`src/rtl/mux_share_arbiter_if.sv`:
```
// mux_share_arbiter_if: requester/data inputs and grant/mux outputs of the shared path arbiter
interface mux_share_arbiter_if #(
  parameter int WIDTH = 2
);
  logic             req_a;
  logic             req_b;
  logic [WIDTH-1:0] a;
  logic [WIDTH-1:0] b;
  logic             gnt_a;
  logic             gnt_b;
  logic             sel;
  logic [WIDTH-1:0] z;
  logic             z_valid;
  modport master (
    output req_a, req_b, a, b,
    input  gnt_a, gnt_b, sel, z, z_valid
  );
  modport slave (
    input  req_a, req_b, a, b,
    output gnt_a, gnt_b, sel, z, z_valid
  );
endinterface

```
`src/rtl/mux_share_arbiter.sv`:
```
// mux_share_arbiter: two-requester round-robin arbiter sharing one registered 2:1 mux datapath
module mux_share_arbiter #(
  parameter int WIDTH    = 2,
  parameter int HOLD_CYC = 4
) (
  input logic                  clk,
  input logic                  rst_n,
  mux_share_arbiter_if.slave   bus_if
);
  typedef enum logic [1:0] {IDLE, OWN_A, OWN_B} state_t;
  localparam logic [7:0] CNT_MAX = 8'(HOLD_CYC - 1);
  state_t           state_q, state_d;
  logic [7:0]       cnt_q, cnt_d;
  logic             last_a_q, last_a_d;
  logic             sel_q, sel_d;
  logic             z_valid_q, z_valid_d;
  logic [WIDTH-1:0] z_q, z_d;
  logic             enter;
  // Owner selection with tenure limit; z captures the current owner's data one cycle behind the grant
  always_comb begin
    state_d = state_q;
    if (state_q == IDLE)
      state_d = (bus_if.req_a && !(bus_if.req_b && last_a_q)) ? OWN_A : bus_if.req_b ? OWN_B : IDLE;
    else if (state_q == OWN_A)
      state_d = !bus_if.req_a ? (bus_if.req_b ? OWN_B : IDLE) :
                (bus_if.req_b && cnt_q == CNT_MAX) ? OWN_B : OWN_A;
    else
      state_d = !bus_if.req_b ? (bus_if.req_a ? OWN_A : IDLE) :
                (bus_if.req_a && cnt_q == CNT_MAX) ? OWN_A : OWN_B;
    enter     = state_d != IDLE && state_d != state_q;
    cnt_d     = enter ? '0 : (state_q != IDLE && cnt_q != CNT_MAX) ? cnt_q + 8'd1 : cnt_q;
    last_a_d  = enter ? state_d == OWN_A : last_a_q;
    sel_d     = enter ? state_d == OWN_A : sel_q;
    z_valid_d = state_q != IDLE;
    z_d       = state_q == IDLE ? z_q : sel_q ? bus_if.a : bus_if.b;
  end
  // State registers; reset favours A by recording B as last served
  always_ff @(posedge clk or negedge rst_n) begin
    if (!rst_n) begin
      state_q   <= IDLE;
      cnt_q     <= '0;
      last_a_q  <= 1'b0;
      sel_q     <= 1'b0;
      z_valid_q <= 1'b0;
      z_q       <= '0;
    end else begin
      state_q   <= state_d;
      cnt_q     <= cnt_d;
      last_a_q  <= last_a_d;
      sel_q     <= sel_d;
      z_valid_q <= z_valid_d;
      z_q       <= z_d;
    end
  end
  assign bus_if.gnt_a   = state_q == OWN_A;
  assign bus_if.gnt_b   = state_q == OWN_B;
  assign bus_if.sel     = sel_q;
  assign bus_if.z       = z_q;
  assign bus_if.z_valid = z_valid_q;
endmodule

```
`src/flat_wrapper.sv`:
```
// flat-port wrapper written by rule: the top's interface ports become plain ports
module mux_share_arbiter_flat 
#(
  parameter int WIDTH    = 2,
  parameter int HOLD_CYC = 4
)
  (clk, rst_n, bus_if_req_a, bus_if_req_b, bus_if_a, bus_if_b, bus_if_gnt_a, bus_if_gnt_b, bus_if_sel, bus_if_z, bus_if_z_valid);
  mux_share_arbiter_if #(.WIDTH(WIDTH)) bus_if_i ();
  input logic clk;
  input logic rst_n;
  input wire logic [$bits(bus_if_i.req_a)-1:0] bus_if_req_a;
  input wire logic [$bits(bus_if_i.req_b)-1:0] bus_if_req_b;
  input wire logic [$bits(bus_if_i.a)-1:0] bus_if_a;
  input wire logic [$bits(bus_if_i.b)-1:0] bus_if_b;
  output wire logic [$bits(bus_if_i.gnt_a)-1:0] bus_if_gnt_a;
  output wire logic [$bits(bus_if_i.gnt_b)-1:0] bus_if_gnt_b;
  output wire logic [$bits(bus_if_i.sel)-1:0] bus_if_sel;
  output wire logic [$bits(bus_if_i.z)-1:0] bus_if_z;
  output wire logic [$bits(bus_if_i.z_valid)-1:0] bus_if_z_valid;
  assign bus_if_i.req_a = bus_if_req_a;
  assign bus_if_i.req_b = bus_if_req_b;
  assign bus_if_i.a = bus_if_a;
  assign bus_if_i.b = bus_if_b;
  assign bus_if_gnt_a = bus_if_i.gnt_a;
  assign bus_if_gnt_b = bus_if_i.gnt_b;
  assign bus_if_sel = bus_if_i.sel;
  assign bus_if_z = bus_if_i.z;
  assign bus_if_z_valid = bus_if_i.z_valid;
  mux_share_arbiter #(.WIDTH(WIDTH), .HOLD_CYC(HOLD_CYC)) u_core (.clk(clk), .rst_n(rst_n), .bus_if(bus_if_i));
endmodule
```
`config.mk`:
```
export PLATFORM = sky130hd
export DESIGN_NAME = mux_share_arbiter_flat
export DESIGN_NICKNAME = d
export VERILOG_FILES = /design/src/rtl/mux_share_arbiter_if.sv /design/src/rtl/mux_share_arbiter.sv /design/src/flat_wrapper.sv
export SDC_FILE = /design/constraint.sdc
export NUM_CORES = 1
export LEC_CHECK = 0
export ABC_AREA = 0
export CORE_MARGIN = 2
export CORE_UTILIZATION = 59
export DETAILED_ROUTE_END_ITERATION = 8
export DONT_BUFFER_PORTS = 1
export PLACE_DENSITY_LB_ADDON = 0.1
export SLEW_MARGIN = 5
export SYNTH_ARGS = -nofsm -noshare
export SYNTH_HDL_FRONTEND = slang
export SYNTH_SLANG_ARGS = --single-unit
```
`constraint.sdc`:
```
create_clock -name clk -period 2.3 [get_ports clk]
set_clock_uncertainty 0.15 [all_clocks]
set_input_delay 0.115 -clock clk [delete_from_list [all_inputs] [get_ports clk]]
set_output_delay 0.115 -clock clk [all_outputs]
set_load 0.005 [all_outputs]
```
==> impl_metrics.env <==
export IMPL_synth_area_per_cell_um2=9.56
export IMPL_wl_per_cell_um=15.5
export IMPL_synthArstFlopShare_pct=100
export IMPL_routed_wirelength_um=1720
export IMPL_drt_initial_drc_count=24
export IMPL_cts_resized=0
export IMPL_start_kind="register"
export IMPL_fmaxAchievable_mhz=536
export IMPL_worst_setup_path_end_kind="register"
export IMPL_setup_tns_ns=0
export IMPL_cts_buffers=3
export IMPL_critical_path_top_delay_family="simple AND/OR/NAND/NOR gates"
export IMPL_path_cells="ha_1 -> or4b_4 -> o211ai_2 -> o311ai_1 -> a21o_1"
export IMPL_numClockSinks=14
export IMPL_layout_cells_non_filler=111
export IMPL_final_max_slew_viol_count=0
export IMPL_ys_types=34
export IMPL_hp_class="input port to register"
export IMPL_layout_common_cells="nor2_1 (14), dfrtp_1 (14), nand2_1 (7), dlygate4sd3_1 (7)"
export IMPL_arrival_ns=1.90
export IMPL_clk_pin_slew_ns=0.08
export IMPL_htreeDepth=1
export IMPL_clk_latency_ns=0.29
export IMPL_area_delta_synth_final_pct=12.8
export IMPL_synth_simple_gate_area_share_pct=25.9
export IMPL_setup_viol=0
export IMPL_final_area_um2=938
export IMPL_cts_tree="yes"
export IMPL_syn_area_um2=832
export IMPL_vias=686
export IMPL_yosys_register_bits=14
export IMPL_synthXorXnorAreaFrac_pct=5.26
export IMPL_die_area_mm2=0.00173
export IMPL_leakage_uw=0.000402
export IMPL_synth_compound_area_share_pct=18.8
export IMPL_dr_pass1_iters=4
export IMPL_synth_fa_ha_area_share_pct=1.50
export IMPL_syn_inst=87
export IMPL_dp_hpwl_um=1200
export IMPL_cp_slowest_stage_delay_ns=0.50
export IMPL_drive_above_1_share_pct=10.4
export IMPL_grt_overflow=0
export IMPL_slew_headroom_pct=59.5
export IMPL_cp_slowest_cell="or4b_4"
export IMPL_core_mm2=0.00130
export IMPL_hold_viol=0
export IMPL_nets=107
export IMPL_worstMarginPinSlew_ns=0.606
export IMPL_maxCapViolCount=0
export IMPL_synth_top_family_by_area="simple AND/OR/NAND/NOR gates"
export IMPL_io_pins=14
export IMPL_grt_pass1_vias=679
export IMPL_yosysWarningCount=0
export IMPL_fp_dieH_um=41.6
export IMPL_cp_data_required_time_ns=2.34
export IMPL_cts_setup_buffers=0
export IMPL_rsz0062_at_grt="no"
export IMPL_synth_edf_count=0
export IMPL_synthMuxAreaShare_pct=3.61
export IMPL_period_share_pct=81.1
export IMPL_ant_nets=0
export IMPL_die_w_um=41.6
export IMPL_synth_fp_nets=96
export IMPL_portBuffers=0
export IMPL_power_density_mw_per_mm2=686
export IMPL_fill_cells=97
export IMPL_fin_total_pwr_uw=643
export IMPL_antennaDiodeCount=0
export IMPL_synth_top_flop_cell="dfrtp_1"
export IMPL_cp_num_buf_inv=0
export IMPL_route_detailed_drc=0
export IMPL_dp_cells=101
export IMPL_antenna_found_initial=0
export IMPL_placed_cell_area_um2=846
export IMPL_cts_buffer_depth=2
export IMPL_seq_area_frac_synth_pct=42.1
export IMPL_viasPerCell=6.18
export IMPL_fin_crit_ns=1.87
export IMPL_worstSetupPathType="register to register"
export IMPL_grt_usage_pct=23.1
export IMPL_cp_max_fo=7
export IMPL_grt_first_pass_wirelength_um=2970
export IMPL_gp_congestion=0.861
export IMPL_initial_core_util_pct=63.9
export IMPL_cts_root_buffer="clkbuf_4"
export IMPL_peakVddDrop_uv=493
export IMPL_row_count=13
export IMPL_grt_max_degree=15
export IMPL_outcome="finished, final reports clean"
export IMPL_cts_hold_buffers=7
power breakdown:
part / total (uW) / switching [uW] / internal, uW
clock network: 139 / 78.2 / 61.0
registers: 330 / 50.4 / 280
logic: 174 / 86.6 / 87.1
total: 643 / 215 / 428
cells in the mapped netlist (all sizes together), types with 2 or more instances:
library cell | instances | area [um2]
a21oi | 4 | 20.0
a22o | 2 | 17.5
dfrtp | 14 | 350
inv | 3 | 11.3
mux2i | 3 | 30.0
nand2 | 7 | 26.3
nand2b | 2 | 12.5
nand3 | 3 | 15.0
nand4 | 3 | 18.8
nor2 | 14 | 52.6
nor2b | 2 | 12.5
nor3 | 3 | 20.0
o211ai | 2 | 25.0
o21ai | 4 | 20.0
o311ai | 2 | 25.0
xnor2 | 4 | 35.0
per-layer routing:
metal / global-route usage, % / wire [um]
met4: 15.5 / 56
met1: 27.6 / 728
met2: 36.3 / 802
met5: 0 / 0
met3: 6.09 / 130
registers in the layout (all words and copies together) (netlist names):
name / count
u_core.state_q: 2
u_core.bus_if.z_valid: 1
u_core.cnt_q: 8
u_core.last_a_q: 1
u_core.bus_if.z: 2
layout make-up:
| class | count | area [um2] | area share (%) |
|---|---|---|---|
| inverter | 3 | 11.3 | 1.20 |
| clock buffer | 3 | 22.5 | 2.40 |
| sequential | 14 | 350 | 37.3 |
| tap | 15 | 18.8 | 2.00 |
| multi-input combinational | 68 | 458 | 48.8 |
| timing repair buffer | 8 | 77.6 | 8.27 |
stage by stage:
stage               hold WS (ns)  util, %  setup slack, ns
global route              0.0413     72.1            0.306
CTS                       0.0244     72.1            0.443
floorplan                 -0.331        -            0.576
detailed placement        -0.330     65.0            0.459
global placement          -0.330     65.0            0.466
finish                    0.0230     72.1            0.434
worst paths after layout:
kind / depth (start not counted) / end / slack (ns) / startpoint
max: 5 / u_core.cnt_q[0]$_DFFE_PN0P_ / 0.43 / u_core.cnt_q[0]$_DFFE_PN0P_
min: 3 / u_core.cnt_q[1]$_DFFE_PN0P_ / 0.02 / bus_if_req_b
max reg2reg: 5 / u_core.cnt_q[0]$_DFFE_PN0P_ / 0.43 / u_core.cnt_q[0]$_DFFE_PN0P_
min reg2reg: 2 / u_core.bus_if.z[0]$_DFFE_PN0N_ / 0.37 / u_core.bus_if.z[0]$_DFFE_PN0N_
max in group asynchronous: 1 / u_core.cnt_q[2]$_DFFE_PN0P_ / 1.48 / rst_n
min in group asynchronous: 1 / u_core.last_a_q$_DFFE_PN0P_ / 0.12 / rst_n
kinds of logic (layout without fill, tap and decap cells):
| kind of cell | Yosys count | after routing |
|---|---|---|
| AO/OA/AOI/OAI | 20 | 20 |
| buffers and inverters | 5 | 14 |
| adder cells (fa/ha/maj) | 1 | 1 |
| XOR/XNOR | 5 | 5 |
| AND/OR/NAND/NOR | 39 | 39 |
| flip-flops | 14 | 14 |
| multiplexers | 3 | 3 |
worst register-to-register path, delay by kind of cell (launching register included):
family	cells	cell delay, ns
AO/OA/AOI/OAI	3	0.45
flip-flops	1	0.46
AND/OR/NAND/NOR	1	0.50
adder cells (fa/ha/maj)	1	0.22
No activity file was read; power rests on OpenSTA's default activity.
